<file path="src/rtl/e_stage_reg.sv">
// e_stage_reg -- D/E pipeline register with hazard-driven stall generation.
//
// Captures the D-stage operands and decode results into the E stage every
// cycle. It raises stall when the instruction in D needs a register that the
// instruction in E or M cannot deliver in time (Tuse/Tnew), or when D holds a
// mult/div-class instruction while the MD unit is busy. A stalled cycle
// inserts a bubble into E and bumps a saturating bubble counter.
//
// Ports:
//   clk, reset        clock (rising edge), async active-low reset
//   D_*               decode-stage instruction, operands and hazard info
//   E_md_busy         multiply/divide unit busy (or starting this cycle)
//   M_gwa, M_tnew     destination / remaining Tnew of the instruction in M
//   stall             freeze PC and F/D, bubble E (combinational)
//   E_*               registered E-stage values
//   E_tnew_next       Tnew handed to M: max(E_tnew-1, 0)
//   E_valid           E holds a real instruction
//   bubble_cnt        saturating count of bubbles since reset
module e_stage_reg #(
  parameter logic [31:0] PC_RESET = 32'h0000_3000,
  parameter int          CNT_W    = 16
) (
  input  logic             clk,
  input  logic             reset,
  input  logic [31:0]      D_pc,
  input  logic [31:0]      D_instr,
  input  logic [31:0]      D_rs_d,
  input  logic [31:0]      D_rt_d,
  input  logic [4:0]       D_rs,
  input  logic [4:0]       D_rt,
  input  logic [31:0]      D_imm,
  input  logic [4:0]       D_gwa,
  input  logic [1:0]       D_tnew,
  input  logic             D_rs_use,
  input  logic [1:0]       D_rs_tuse,
  input  logic             D_rt_use,
  input  logic [1:0]       D_rt_tuse,
  input  logic             D_is_md,
  input  logic             E_md_busy,
  input  logic [4:0]       M_gwa,
  input  logic [1:0]       M_tnew,
  output logic             stall,
  output logic [31:0]      E_pc,
  output logic [31:0]      E_instr,
  output logic [31:0]      E_rs_d,
  output logic [31:0]      E_rt_d,
  output logic [31:0]      E_imm,
  output logic [4:0]       E_gwa,
  output logic [1:0]       E_tnew,
  output logic [1:0]       E_tnew_next,
  output logic             E_valid,
  output logic [CNT_W-1:0] bubble_cnt
);

  typedef struct packed {
    logic [31:0] pc;
    logic [31:0] instr;
    logic [31:0] rs_d;
    logic [31:0] rt_d;
    logic [31:0] imm;
    logic [4:0]  gwa;
    logic [1:0]  tnew;
  } e_pay_t;

  e_pay_t           r_e;
  logic             r_valid;
  logic [CNT_W-1:0] r_cnt;

  logic   w_stall_rs, w_stall_rt, w_stall_md, w_stall;
  e_pay_t w_d, w_bubble;

  // A source stalls only when its producer still needs more cycles than the
  // consumer can wait; otherwise forwarding downstream covers the match.
  assign w_stall_rs = D_rs_use && (D_rs != 5'd0) &&
                      ((r_e.gwa == D_rs && r_e.tnew > D_rs_tuse) ||
                       (M_gwa   == D_rs && M_tnew   > D_rs_tuse));
  assign w_stall_rt = D_rt_use && (D_rt != 5'd0) &&
                      ((r_e.gwa == D_rt && r_e.tnew > D_rt_tuse) ||
                       (M_gwa   == D_rt && M_tnew   > D_rt_tuse));
  assign w_stall_md = D_is_md && E_md_busy;

  // Held low while in reset so upstream never freezes on stale E state.
  assign w_stall = reset && (w_stall_rs || w_stall_rt || w_stall_md);

  assign w_d = '{pc: D_pc, instr: D_instr, rs_d: D_rs_d, rt_d: D_rt_d,
                 imm: D_imm, gwa: D_gwa, tnew: D_tnew};

  // Bubble keeps the PC so a later exception can still report a location.
  assign w_bubble = '{pc: D_pc, instr: 32'd0, rs_d: 32'd0, rt_d: 32'd0,
                      imm: 32'd0, gwa: 5'd0, tnew: 2'd0};

  always_ff @(posedge clk or negedge reset) begin
    if (!reset) begin
      r_e     <= '{pc: PC_RESET, default: '0};
      r_valid <= 1'b0;
      r_cnt   <= '0;
    end else if (w_stall) begin
      r_e     <= w_bubble;
      r_valid <= 1'b0;
      if (r_cnt != {CNT_W{1'b1}}) r_cnt <= r_cnt + 1'b1;
    end else begin
      r_e     <= w_d;
      r_valid <= 1'b1;
    end
  end

  assign stall       = w_stall;
  assign E_pc        = r_e.pc;
  assign E_instr     = r_e.instr;
  assign E_rs_d      = r_e.rs_d;
  assign E_rt_d      = r_e.rt_d;
  assign E_imm       = r_e.imm;
  assign E_gwa       = r_e.gwa;
  assign E_tnew      = r_e.tnew;
  assign E_tnew_next = (r_e.tnew == 2'd0) ? 2'd0 : (r_e.tnew - 2'd1);
  assign E_valid     = r_valid;
  assign bubble_cnt  = r_cnt;

endmodule

</file>
<file path="config.mk">
export PLATFORM = sky130hd
export DESIGN_NAME = e_stage_reg
export DESIGN_NICKNAME = d
export VERILOG_FILES = /design/src/rtl/e_stage_reg.sv
export SDC_FILE = /design/constraint.sdc
export NUM_CORES = 1
export LEC_CHECK = 0
export CAP_MARGIN = 20
export CORE_AREA = 2 2 147 149
export DETAILED_ROUTE_END_ITERATION = 10
export DIE_AREA = 0 0 149 151
export PLACE_DENSITY = 0.7
export SYNTH_ARGS = -nofsm -noshare
export SYNTH_HDL_FRONTEND = slang
export SYNTH_SLANG_ARGS = --single-unit
</file>
<file path="constraint.sdc">
create_clock -name clk -period 5.9 [get_ports clk]
set_input_delay 1.18 -clock clk [delete_from_list [all_inputs] [get_ports clk]]
set_output_delay 1.18 -clock clk [all_outputs]
set_load 0.02 [all_outputs]
</file>
==> After elaboration in Yosys (flattened, before gate mapping) <==
Cells that the tools add are included.
W data, S select, Z words.
{ "word_totals": {"reg_bits": 184, "in_bits": 194, "out_inout_bits": 187} }
{ "classes": {"addsub": 2, "n_lt_le_gt_ge": 4, "eq_ne": 5, "muxes": 3, "n_reduce_logical": 18} }
{ "ops": {"columns": ["cell", "n"], "rows": [
  ["$mux W135", 1],
  ["$eq A5 B5 Y1", 4],
  ["$add A16 B1 Y16 const B", 1],
  ["$ne A16 B16 Y1 const B", 1],
  ["$logic_and A1 B1 Y1", 10],
  ["$reduce_bool A5 Y1", 2],
  ["$gt A2 B2 Y1", 4],
  ["$logic_or A1 B1 Y1", 4],
  ["$logic_not A2 Y1", 1],
  ["$mux W2", 1],
  ["$reduce_and A2 Y1", 1],
  ["$sub A2 B1 Y2 const B", 1],
  ["$mux W1", 1]
]} }

==> Longest topological paths before layout <==
Gate-level depths: netlist of the first run.
{ "logic_depth": {"ltp_word": 8, "mapped_depth": 11, "depth_no_buf": 9} }

==> Worst setup path after synthesis of the first run <==
Ideal clock, no wire load.
{ "synth_timing": {"path_type": "input-to-output", "start": "input port D_rs_tuse[1]", "end": "output port stall", "t_arrival_ns": 2.646, "required_time_ns": 4.720, "path_slack_ns": 2.074, "cell_stages": 10, "cell_sequence": "inv_1 > ha_1 > nand2_1 > nand4_1 > nor4_1 > o2111ai_1 > and3_1 > buf_2 > clkbuf_1 > inv_2"} }
{ "synth_between": {"elab_chain_cells": 7, "word_cells_on_any_way": 9} }
{ "synth_rtl": {"columns": ["item", "line_no", "text"], "rows": [
  ["start, declared", "35", "input logic [1:0] D_rs_tuse,"],
  ["$gt A2 B2 Y1 (on tied branches)", "75, 76", null],
  ["$logic_and A1 B1 Y1 (on tied branches)", "75, 76", null],
  ["$logic_or A1 B1 Y1 *", "75", "((r_e.gwa == D_rs && r_e.tnew > D_rs_tuse) ||"],
  ["$logic_and A1 B1 Y1 *", "74", "assign w_stall_rs = D_rs_use && (D_rs != 5'd0) &&"],
  ["$logic_or A1 B1 Y1 * (2 in a row)", "83", "assign w_stall = reset && (w_stall_rs || w_stall_rt || w_stall_md);"],
  ["$logic_and A1 B1 Y1 *", "83", null],
  ["end, declared", "42", "output logic stall,"]
]} }
Mark *: on every way between the ends. The rest lies on a longest branch, timed or not.

==> Worst setup path in the final report of the first run <==
Same ends and word-level chain as after synthesis.

==> results.md, run 1 <==
- The number of warnings issued by yosys is 0.
- After the flow finishes, the layout carries non-filler instances totaling 1,128.
- The initial core utilization is 30.6%.
- The area fraction in and, or, nand and nor cells after synthesis is 18.5%.
- After floorplanning, the core was sized to cover 0.0208 mm^2.
- The total grt overflow is 0.
- The clock latency at the later pin of the worst-skew pair is 0.44 ns.
- The clock root buffer is sky130_fd_sc_hd__clkbuf_16.
- The initial antenna violation count was 0.
- The setup path with the least slack is of type primary input to primary output.
- Traced cell by cell, the critical path runs through clkdlybuf4s50_1 > inv_1 > ha_1 > nand2_1 > nand4_1 > nor4_1 > o2111ai_1 > and3_4 > inv_2 > clkdlybuf4s50_1.
- The number of DRC markers in iteration 0 is 177.
- The average instance area after synthesis is 14.0 um^2.
- The area added between synthesis and finish is 74.6%.
- met2 is the most crowded layer.
- The placement-stage worst setup slack is 1.21 ns.
- The final hold violation count is 0.
- Of all cell types, the one taking the most synthesized area is sky130_fd_sc_hd__dfrtp_1.
- Setup repair after global routing left no endpoint under its margin.
- Summed over its instances, the top area cell type makes up 71.4% of the synthesized netlist area.
- The source of the worst register-to-register timing path is E_tnew[1].
- The worst endpoint data arrival time is 3.48 ns.
- The category of the worst setup path capture point is a primary output.
- The number of violations of the max-capacitance limit is 0.
- Of the total synthesized cell area, the portion taken by XOR and XNOR cells is 4.67%.
- The most common cell after layout, fill and taps aside is sky130_fd_sc_hd__clkdlybuf4s50_1.
- Per report_power, the clock group accounts for 37.2% of the total.
- Cells fill 53.5% of the core in the end.
- Across the VDD grid, the largest voltage drop is 0.178 mV.
- The global-route met2 utilization is 27.4%.
- The number of antenna-violating nets in the routed design is 0.
- The actual slew at the worst max-slew pin is 0.947 ns.
- The share of the synthesized area in compound gates (AO/OA/AOI/OAI) is 0.589%.
- Timing would allow up to 215 MHz.
- For the worst setup path, the data required time is 4.72 ns.
- Global routing used 15.9% of the available tracks across all layers.
- The hold buffer count at cts is 0.
- The total negative slack is 0 ns.
- The worst path uses 79.0% of the clock period.
- After the last flow step, the layout net total stands at 1,043.
- The area of the die is 0.0225 mm^2.
- After clock tree synthesis, the clock-pin slew on the worst setup and hold paths is 0.08 ns.
- For this run, global-route usage on met3 was measured as 5.81%.
- The depth of the most critical reg-to-reg path is 9.
- The tree built by TritonCTS fans out to 184 sinks.
- For this design the total switching power over the nets is 0.000903 W.
- The wire length per cell after detailed routing is 16.3 um.
- The repair_antennas step left the layout with diodes totalling 0.
- The die is 151 um tall.
- The number of buffers inserted by port buffering is 380.
- Routability-driven placement finished with a final weighted congestion of 0.793.
- The share of the Yosys chip area taken by registers is 72.3%.
- TritonCTS built the clock tree.
- The endpoint identified for the worst register-to-register timing path is bubble_cnt[1].
- The number of pins with negative max-slew slack in the final report came to 0.
- The switching share of total power is 28.0%.
- The slack of the worst reg-to-reg path is 2.68 ns.
- Of all nets on the critical path, the largest fanout is 2.
- The die span in x is 149 um.
- The floorplan has 53 rows.
- After technology mapping, the gate count stands at 454.
- Final hold analysis gives a worst-case slack of 0.497 ns.
- Cell internal power was estimated by the tool at 0.00232 W.
- The number of placed instances, taps included is 1,096.
- In this run the static leakage power is 4.71 nW.
- The path class of the tightest hold or removal check is flip-flop to flip-flop.
- Measured against the total synthesized area, the mux share comes to 0.353%.
- The final number of setup-violating endpoints is 0.
- The worst hold path begins at bubble_cnt[9].
- Global routing used 18.1% of the available met1 tracks.
- The final critical-path required period is 4.66 ns.
- The clock passes through at most 2 buffers.
- The hold path endpoint is bubble_cnt[9].
- The critical path's slowest cell is sky130_fd_sc_hd__clkdlybuf4s50_1.
- The top cell types in the final layout, fill and taps aside, are sky130_fd_sc_hd__clkdlybuf4s50_1 (379), sky130_fd_sc_hd__dfrtp_1 (182), sky130_fd_sc_hd__and2_1 (136).
- The worst setup path is launched from a primary input.
- Yosys mapped the design onto 27 distinct sky130hd cell types.
- The half-perimeter wire length after detailed placement is 14,000 um.
- After detailed routing, the number of remaining DRC violations is 0.
- The register bit total from synthesis is 184.
- The share of total power dissipated in combinational logic is 19.3%.
- Entering global routing, the biggest net connects 79 pins.
- The largest single stage delay on the critical path is 0.58 ns.
- The adder-cell share of the synthesized area is 1.77%.
- The global-route wire length before repair is 26,900 um.
- The number of CTS-inserted buffers is 17.
- The routed wire length is 18,400 um.
- The power per unit of standard cell area is 289 mW/mm^2.
- Summing every instance area after synthesis gives 0.00637 mm^2.
- The number of setup buffers added after CTS is 0.
- By area, the combinational part of the netlist is dominated by simple AND/OR/NAND/NOR gates.
- Along the worst hold path, the cell count comes to 1.
- After detailed routing, the number of vias per cell comes to 4.14.
- The run finished with clean final reports.
- The final worst-path setup slack is 1.24 ns.
- The worst pin sits at a relative slew slack of 36.9%.
- The ratio of cells with drive above 1 in the final layout is 5.63%.
- The via count of the first global-routing pass is 4,851.
- The most numerous cell type found on the critical path is sky130_fd_sc_hd__clkdlybuf4s50_1.
- Post-CTS repair changed the size of 0 cells.
- The total via count in the routed design is 4,665.
- Synthesis produced a netlist with a net count of 657.
- The worst clock skew on the final layout is 0.0228 ns.
- The H-tree depth reported by CTS is 4.
- In the post-synthesis netlist, the biggest area contributors are sky130_fd_sc_hd__dfrtp_1 (71%), sky130_fd_sc_hd__and2_1 (13%), sky130_fd_sc_hd__xor2_1 (2.9%), sky130_fd_sc_hd__xnor2_1 (1.8%), sky130_fd_sc_hd__ha_1 (1.8%).
- Of the total power, registers draw 43.6%.
- The number of iterations in the first detailed-routing pass is 4.
- The count of boundary I/O pins is 381.
## layout make-up
type,count,area (um^2)
clock buffers,17,425
clock inverters,15,218
fillers,1786,9690
inverters,11,41.3
multi-input cells,241,1650
flip-flops and latches,184,4610
well taps,275,344
repair buffers,385,3840
## registers in the layout, indices dropped and copies added (netlist names)
signal	count
E_imm	32
E_instr	32
E_pc	32
E_rs_d	32
E_rt_d	32
bubble_cnt	16
E_gwa	5
E_tnew	2
E_valid	1
## metal layers
layer | vias up | wire length [um]
met4 | 0 | 353
li1 | 2201 | -
met5 | - | 0
met2 | 224 | 9410
met1 | 2215 | 7060
met3 | 25 | 1590
## power groups by stage
| stage | Clock [W] | Combinational (W) | Sequential (W) |
|---|---|---|---|
| 6_report | 0.00120 | 0.000620 | 0.00140 |
| 5_1_grt | 0.00129 | 0.000661 | 0.00141 |
| 4_1_cts | 0.00124 | 0.000633 | 0.00140 |
| 3_5_place_dp | 0 | 0.000629 | 0.00143 |
| 3_3_place_gp | 0 | 0.000626 | 0.00142 |
| 2_1_floorplan | 0 | 0.000105 | 0.00155 |
## worst max path at each step
stage / to / startpoint / slack, ns / depth (start not counted)
after CTS: stall / D_rs_tuse[1] / 1.21 / 10
after floorplan: stall / D_rs_tuse[1] / 2.07 / 10
after global placement: stall / D_rt_tuse[1] / 1.25 / 10
after global routing: stall / D_rs_tuse[1] / 1.10 / 10
final: stall / D_rs_tuse[1] / 1.24 / 10
after detailed placement: stall / D_rs_tuse[1] / 1.21 / 10
## critical path, delay by kind of cell
kind / cells / cell delay, ns
AOI/OAI and AO/OA: 1 / 0.13
buffers and inverters: 4 / 1.13
and+or+nand+nor: 4 / 0.72
adders and majority gates: 1 / 0.30
## Yosys cell counts, drive strengths merged
master and instances:
nand4 5, nor3 7, clkbuf 14, mux2 2, nor2b 1, xnor2 13, nor3b 2, and4 1
dfrtp 182, a21oi 4, and3 3, buf 4, nand3 6, nor2 5, nor4 8, xor2 21
inv 11, and2 136, nor4b 3, nand2 13, ha 9, o2111ai 2, dfstp 2
## cells by family (layout without fill, tap and decap cells)
kind of cell,count (synthesis),after routing
multiplexers,2,2
adder cells (fa/ha/maj),9,9
AND/OR/NAND/NOR,190,190
AO/OA/AOI/OAI,6,6
XOR/XNOR,34,34
flip-flops,184,184
buffers and inverters,29,428
## stage by stage
step                power (W)  instance area (um^2)
global placement      0.00205                 10500
finish                0.00322                 11100
global route          0.00337                 11100
detailed placement    0.00206                 10500
CTS                   0.00327                 11100
floorplan             0.00165                  6370
No activity file was read; power rests on OpenSTA's default activity.
==> inputs of run 2 (changes only) <==
--- a/config.mk
+++ b/config.mk
@@ -6,10 +6,10 @@
 export NUM_CORES = 1
 export LEC_CHECK = 0
 export CAP_MARGIN = 20
-export CORE_AREA = 2 2 147 149
+export CORE_AREA = 2 2 149 151
 export DETAILED_ROUTE_END_ITERATION = 10
-export DIE_AREA = 0 0 149 151
-export PLACE_DENSITY = 0.7
+export DIE_AREA = 0 0 151 153
+export PLACE_DENSITY = 0.71
 export SYNTH_ARGS = -nofsm -noshare
 export SYNTH_HDL_FRONTEND = slang
 export SYNTH_SLANG_ARGS = --single-unit
==> constraint.sdc (replaced) <==
create_clock -name clk -period 4.2 [get_ports clk]
set_input_delay 0.84 -clock clk [delete_from_list [all_inputs] [get_ports clk]]
set_output_delay 0.84 -clock clk [all_outputs]
set_load 0.02 [all_outputs]
==> results.md, run 2 (synthesis gave the netlist of run 1 again) <==
- Per report_power, the sequential group accounts for 43.7% of the total.
- In this run switching power makes up 26.7% of total power.
- The analysis attributes to cell leakage a power of 4.72 nW.
- The top cell types in the final layout, fill and taps aside, are sky130_fd_sc_hd__clkdlybuf4s50_1 (379), sky130_fd_sc_hd__dfrtp_1 (182), sky130_fd_sc_hd__and2_1 (136).
- The number of iterations in the first detailed-routing pass is 4.
- IR analysis of the VDD net gives a maximum drop of 0.243 mV.
- Dividing the final minimum period by the clock period gives 95.6%.
- The source of the worst register-to-register timing path is E_tnew[1].
- The antenna diode instance count is 0.
- Once the clock tree was built, the setup fixing pass inserted 0 buffers.
- The area added between synthesis and finish is 74.9%.
- The tree is rooted in a sky130_fd_sc_hd__clkbuf_16.
- The die is 153 um tall.
- The clock edge transition at the registers on the reported setup and hold paths is 0.07 ns.
- For this design the ratio of total power to cell area is 405 mW/mm^2.
- The number of DRC markers in iteration 0 is 175.
- The initial antenna violation count is 0.
- The worst endpoint data arrival time is 3.18 ns.
- The run finished with clean final reports.
- For this configuration, the core starts out at a cell density of 29.7%.
- Setup violations remaining at the end of the flow were counted as 0.
- Buffers inserted during clock tree synthesis total 17.
- The share of total power dissipated in the clock network is 37.0%.
- The clock period could shrink to 4.02 ns.
- By startpoint and endpoint, the worst setup path is classified as primary input to primary output.
- The final estimated routing congestion in global placement is 0.838.
- Once detail routing completed, the nets flagged for antenna violations numbered 0.
- The class of the tightest hold or removal check is primary input to async pin.
- The half-perimeter wire length after detailed placement is 14,300 um.
- For this run, design rule violations remaining after detail routing come to 0.
- Across the run, the number of max-cap violations was 0.
- Post-CTS repair changed the size of 0 cells.
- After routing, the total negative slack on setup checks comes to 0 ns.
- The area of the die is 0.0231 mm^2.
- The TritonCTS clock tree is built.
- For the worst-skew pair, the clock arrives at the later sink with an insertion delay of 0.42 ns.
- After layout, the worst setup slack is 0.184 ns.
- The setup check on the worst reg-to-reg path leaves a slack of 1.61 ns.
- The maximum clock frequency is 249 MHz.
- The core region area is 0.0215 mm^2.
- Across the routed clock network, the largest skew measured is 0.0134 ns.
- The total overflow left after global routing is 0.
- The most common cell after layout, fill and taps aside is sky130_fd_sc_hd__clkdlybuf4s50_1.
- Setup repair after global routing left no endpoint under its margin.
- For this design, the sink count on the clock tree is 184.
- The ratio of cells with drive above 1 in the final layout is 5.63%.
- The analysis attributes to net switching a power of 0.00121 W.
- The internal power summed over all cells is 0.00331 W.
- Cells fill 51.9% of the core in the end.
- The die is 151 um wide.
- In this run, the combinational gates consume 19.4% of the power.
- After detailed routing, the number of vias per cell comes to 4.19.
- The number of buffers inserted by port buffering is 380.
- The pin count of the biggest net entering global routing is 152.
- The count of boundary I/O pins is 381.
- The total power is 0.00451 W.
- The placed instances occupy a cell area of 0.0105 mm^2.
- The routed wire length is 18,800 um.
- The number of cell rows is 54.
- The via count of the first global-routing pass is 5,152.
- The number of pins with negative max-slew slack in the final report came to 0.
- The detailed router placed 4,745 vias in this run.
- Counting cells, the worst reg-to-reg path comes to 9.
- The number of nets in the finished design is 1,043.
- In this run the worst path has a maximum fanout of 2.
- The final hold violation count is 0.
- The final design area excluding fillers is 0.0112 mm^2.
- The worst setup path is captured at a primary output.
- In the global route stage, overall resource usage came out at 16.3%.
- No sink is reached through more buffers than the 2 on the longest clock path.
- The wire length per cell after detailed routing is 16.6 um.
- In this run the critical register-to-register path is captured at bubble_cnt[1].
- Measured against its own limit, the worst slew margin works out to 42.9%.
- The worst setup path is launched from a primary input.
- The H-tree generated during clock tree synthesis spans 4 levels.
- The actual slew at the worst max-slew pin is 0.856 ns.
- The global-route wire length before repair is 28,500 um.
- The critical path required time is 3.36 ns.
- Prior to clock tree synthesis, the placed netlist has a worst setup slack of 0.190 ns.
- The hold buffer count at cts is 0.
[run 2: changes by cell type in the layout (fill, tap and decap cells not counted), moves of 2 or more]
| cell | previous run | this run |
|---|---|---|
| sky130_fd_sc_hd__buf_4 | 5 | 3 |
| sky130_fd_sc_hd__clkinv_8 | 7 | 1 |
| sky130_fd_sc_hd__inv_8 | 2 | 6 |
| sky130_fd_sc_hd__inv_6 | 4 | 0 |
| sky130_fd_sc_hd__clkinv_4 | 0 | 3 |
[run 2: layout make-up]
| class | count | area, um^2 |
|---|---|---|
| Inverter | 11 | 41.3 |
| Timing Repair Buffer | 385 | 3880 |
| Tap cell | 280 | 350 |
| Clock inverter | 14 | 183 |
| Fill cell | 1861 | 10300 |
| Multi-Input combinational cell | 241 | 1650 |
| Clock buffer | 18 | 439 |
| Sequential cell | 184 | 4610 |
[run 2: layer usage]
| metal | global-route usage (%) | share of wire (%) |
|---|---|---|
| met1 | 16.2 | 34 |
| met2 | 28.9 | 52 |
| met3 | 7.34 | 11 |
| met4 | 6.85 | 3.2 |
| met5 | 0 | 0 |
[run 2: through the flow]
| stage | hold slack [ns] | std cells |
|---|---|---|
| floorplan | 0.544 | 454 |
| global route | 0.313 | 1133 |
| detailed placement | 0.482 | 1100 |
| CTS | 0.306 | 1132 |
| global placement | 0.476 | 1100 |
| finish | 0.310 | 1133 |
[run 2: power groups by stage]
stage	clock, W	combinational (W)	sequential [W]
after floorplan	0	0.000147	0.00218
after global placement	0	0.000878	0.00200
after detailed placement	0	0.000884	0.00201
after CTS	0.00172	0.000888	0.00197
after global routing	0.00179	0.000933	0.00199
final	0.00167	0.000873	0.00197
[run 2: worst max-delay path by stage]
stage / end / start / cells after the start
after floorplan: stall / D_rs_tuse[1] / 10
after global placement: stall / D_rs_tuse[1] / 10
after detailed placement: stall / D_rs_tuse[1] / 10
after CTS: stall / D_rs_tuse[1] / 10
after global routing: stall / D_rt_tuse[1] / 10
final: stall / D_rs_tuse[1] / 10
[run 2: worst max-delay path: stages]
cell and delay [ns]:
sky130_fd_sc_hd__clkdlybuf4s50_1 0.45, sky130_fd_sc_hd__inv_1 0.06, sky130_fd_sc_hd__ha_1 0.30, sky130_fd_sc_hd__nand2_1 0.08, sky130_fd_sc_hd__nand4_1 0.09, sky130_fd_sc_hd__nor4_1 0.32
sky130_fd_sc_hd__o2111ai_1 0.17, sky130_fd_sc_hd__and3_4 0.23, sky130_fd_sc_hd__inv_2 0.04, sky130_fd_sc_hd__clkdlybuf4s50_1 0.59
==> inputs of run 3 (changes only) <==
--- a/config.mk
+++ b/config.mk
@@ -5,11 +5,13 @@
 export SDC_FILE = /design/constraint.sdc
 export NUM_CORES = 1
 export LEC_CHECK = 0
+export ABC_AREA = 1
 export CAP_MARGIN = 20
 export CORE_AREA = 2 2 149 151
 export DETAILED_ROUTE_END_ITERATION = 10
 export DIE_AREA = 0 0 151 153
-export PLACE_DENSITY = 0.71
+export HOLD_SLACK_MARGIN = 0.1
+export PLACE_DENSITY = 0.74
 export SYNTH_ARGS = -nofsm -noshare
 export SYNTH_HDL_FRONTEND = slang
 export SYNTH_SLANG_ARGS = --single-unit
==> results.md, run 3 <==
- The die covers 0.0231 mm^2.
- The tree is rooted in a sky130_fd_sc_hd__clkbuf_16.
- The part of the Yosys area used for sequential elements is 65.7%.
- For this run the aggregate overflow at the end of global routing stands at 0.
- The switching share of total power is 28.5%.
- The final critical-path required period is 3.91 ns.
- The buffer and inverter count on the worst path is 4.
- The top flip-flop cell by instance count after synthesis is sky130_fd_sc_hd__dfrtp_1.
- The number of buffers inserted by port buffering is 380.
- In this run, post-CTS hold repair placed 0 buffers.
- The count of boundary I/O pins is 381.
- TritonCTS built the clock tree.
- The most common cell after layout, fill and taps aside is sky130_fd_sc_hd__clkdlybuf4s50_1.
- The via count of the first global-routing pass is 5,968.
- The average instance area after synthesis is 9.80 um^2.
- The gate count of the mapped netlist is 716.
- Relative to the synthesized area, the layout overhead comes to 66.3%.
- The initial antenna violation count is 1.
- The leakage power of the design is 5.62 nW.
- The final number of setup-violating endpoints is 0.
- Wires add up to 20,700 um.
- The pin count of the biggest net entering global routing is 136.
- Walking the worst path, the cells encountered are clkdlybuf4s50_1 > inv_1 > ha_1 > nand2_1 > o21ai_0 > nor2_1 > nand3_1 > nand2_1 > nand2_1 > nand3_2 > nand2_2 > inv_4 > clkdlybuf4s50_1.
- For this run, the number of Yosys warnings is 0.
- The run finished with clean final reports.
- The total standard cell area after synthesis is 0.00702 mm^2.
- The number of setup buffers added after CTS is 0.
- The final hold violation count is 0.
- The most congested layer reported by global routing is met2.
- The most numerous cell in the Yosys netlist is sky130_fd_sc_hd__dfrtp_1.
- The number of nets in the finished design is 1,303.
- The top cell types in the final layout, fill and taps aside, are sky130_fd_sc_hd__clkdlybuf4s50_1 (379), sky130_fd_sc_hd__dfrtp_1 (182), sky130_fd_sc_hd__inv_1 (171).
- For met3 alone, demand over resource in global routing was 5.88%.
- The critical path's slowest cell is sky130_fd_sc_hd__clkdlybuf4s50_1.
- After synthesis, the most frequently instantiated cells are sky130_fd_sc_hd__dfrtp_1 (182), sky130_fd_sc_hd__inv_1 (171), sky130_fd_sc_hd__nor2_1 (120), sky130_fd_sc_hd__nand2_1 (102), sky130_fd_sc_hd__nor2_2 (40).
- The number of pins with negative max-slew slack in the final report is 0.
- The maximum clock frequency is 256 MHz.
- For the final database, setup skew stands at 0.0179 ns.
- Synthesis produced a netlist with a net count of 919.
- In this run the vertical extent of the chip is 153 um.
- The floorplan step defined a core boundary enclosing 0.0215 mm^2.
- For the worst setup path, the data required time is 3.36 ns.
- The clock edge transition at the registers on the reported setup and hold paths is 0.07 ns.
- The number of DRC markers in iteration 0 is 217.
- In the final timing run, aggregate negative setup slack is 0 ns.
- In this run the horizontal extent of the chip is 151 um.
- The cell type with the highest occurrence count on the critical path is sky130_fd_sc_hd__nand2_1.
- The final critical-path share of the clock period is 93.0%.
- The tightest min-delay check is of the primary input to async pin type.
- Summing over every cut layer, the via total after detailed routing is 5,799.
- The first detailed-routing pass ran for 4 iterations.
- The global routing met1 resource utilization is 20.7%.
- The remaining max-slew budget at the tightest pin is 41.9%.
- The initial core utilization is 32.7%.
- Setup repair after global routing left no endpoint under its margin.
- The worst endpoint data arrival time is 3.07 ns.
- The critical path is of the primary input to primary output type.
- The clock passes through at most 2 buffers.
- The worst setup path is launched from a primary input.
- The CTS sink count is 184.
- In this run the register-to-register setup slack is 1.80 ns.
- Per report_power, the sequential group accounts for 44.7% of the total.
- The number of cell rows is 54.
- The number of CTS-inserted buffers is 17.
- The number of synthesized flops with an enable pin is 0.
- In this run the worst path has a maximum fanout of 2.
- In this run, post-CTS repair resized a total of 0 instances.
- The kind of cell adding the most delay to the critical path is buffers and inverters.
- The final worst hold slack is 0.377 ns.
- The clock network is responsible for 35.3% of the overall power.
- The number of design rule violations left after detail routing is 0.
- The internal power summed over all cells is 0.00313 W.
- After detailed routing, the number of vias per cell comes to 4.16.
- The clock tree synthesis step divided the H-tree into 4 levels.
- The power per unit of standard cell area is 375 mW/mm^2.
- The longest individual stage delay on the worst path is 0.67 ns.
- IR analysis of the VDD net gives a maximum drop of 0.246 mV.
- The wire length per cell after detailed routing is 14.9 um.
- The global-route wire length before repair is 31,800 um.
- The register bit total from synthesis is 184.
- The final estimated routing congestion in global placement is 0.828.
- The clock latency at the later pin of the worst-skew pair is 0.42 ns.
- The top cell type by total area after synthesis is sky130_fd_sc_hd__dfrtp_1.
- The ratio of cells with drive above 1 in the final layout is 7.82%.
- For the pin with the worst max-slew slack, the measured transition is 0.872 ns.
- The layout has 1,914 filler cells.
- The synthesized netlist contains 23 unique library cells.
- The number of violations of the max-capacitance limit is 0.
- The number of antenna-violating nets in the routed design is 0.
- The half-perimeter wire length after detailed placement is 15,800 um.
- The antenna diode instance count is 0.
- The area fraction of the dominant cell type after synthesis is 64.9%.
- The async set or reset register ratio after synthesis is 100%.
- The global-route met2 utilization is 31.4%.
- Ranked by total cell area, the synthesized netlist is headed by sky130_fd_sc_hd__dfrtp_1 (65%), sky130_fd_sc_hd__inv_1 (9.1%), sky130_fd_sc_hd__nor2_1 (6.4%), sky130_fd_sc_hd__nand2_1 (5.5%), sky130_fd_sc_hd__nor2_2 (3.6%).
- Global routing consumed, over all layers together, 18.1% of the routing resources.
- The category of the worst setup path capture point is a primary output.
- The part of the total power dissipated in combinational logic is 20.1%.
- In this run the power spent charging and discharging nets is 0.00125 W.
==> run 3: cell count changes in the layout (fill, tap and decap cells not counted), moves of 8 or more <==
| cell | change |
|---|---|
| sky130_fd_sc_hd__inv_1 | +161 |
| sky130_fd_sc_hd__and2_1 | -136 |
| sky130_fd_sc_hd__nor2_1 | +115 |
| sky130_fd_sc_hd__nand2_1 | +89 |
| sky130_fd_sc_hd__nor2_2 | +40 |
| sky130_fd_sc_hd__nand4_1 | +16 |
| sky130_fd_sc_hd__xor2_1 | -12 |
| sky130_fd_sc_hd__nand3_1 | +8 |
| sky130_fd_sc_hd__xnor2_1 | -8 |
==> run 3: worst paths after layout <==
| check | cells after the start | end | start |
|---|---|---|---|
| max | 13 | stall | D_rs_tuse[1] |
| min | 1 | E_imm[3] | reset |
| max reg2reg | 13 | E_rt_d[21] | E_tnew[0] |
| min reg2reg | 2 | bubble_cnt[15] | bubble_cnt[15] |
| max in group asynchronous | 2 | E_imm[22] | reset |
| min in group clk | 2 | bubble_cnt[15] | bubble_cnt[15] |
==> run 3: layout make-up <==
class                           instances  area [um^2]  area share (%)
Clock buffer                           18          429            3.68
Multi-Input combinational cell        334         1600            13.7
Timing Repair Buffer                  385         3880            33.2
Inverter                              178          671            5.75
Clock inverter                         14          134            1.15
Tap cell                              280          350            3.00
Sequential cell                       184         4610            39.5
==> run 3: kinds of logic after synthesis <==
family          Yosys count  share of synthesized area [%]
buf+inv                 198                           11.6
compound gates            8                          0.571
simple gates            303                           18.9
fa+ha+maj                 9                           1.60
flops                   184                           65.7
xor+xnor                 14                           1.75
==> run 3: power by group through the flow <==
stage	sequential, W	combinational, W	clock (W)
detailed placement	0.00199	0.000884	0
finish	0.00195	0.000877	0.00154
floorplan	0.00214	0.000186	0
global placement	0.00198	0.000871	0
CTS	0.00195	0.000887	0.00159
global route	0.00197	0.000947	0.00167
==> run 3: layer usage <==
metal / vias to the layer above / routed length [um] / part of all wire, %
met3: 28 / 1450 / 7.0
li1: 2825 / - / -
met2: 216 / 10700 / 51
met4: 2 / 503 / 2.4
met5: - / 14 / 0.068
met1: 2728 / 8110 / 39
==> run 3: per-stage QoR <==
stage / total power, W / worst slack [ns] / cells / area (um^2) / util [%]
2_1_floorplan: 0.00233 / 1.32 / 716 / 7020 / -
4_1_cts: 0.00443 / 0.263 / 1392 / 11600 / 54.2
3_5_place_dp: 0.00287 / 0.267 / 1360 / 11100 / 51.6
3_3_place_gp: 0.00285 / 0.325 / 1360 / 11100 / 51.6
6_report: 0.00437 / 0.295 / 1393 / 11700 / 54.3
5_1_grt: 0.00458 / 0.0879 / 1393 / 11700 / 54.3
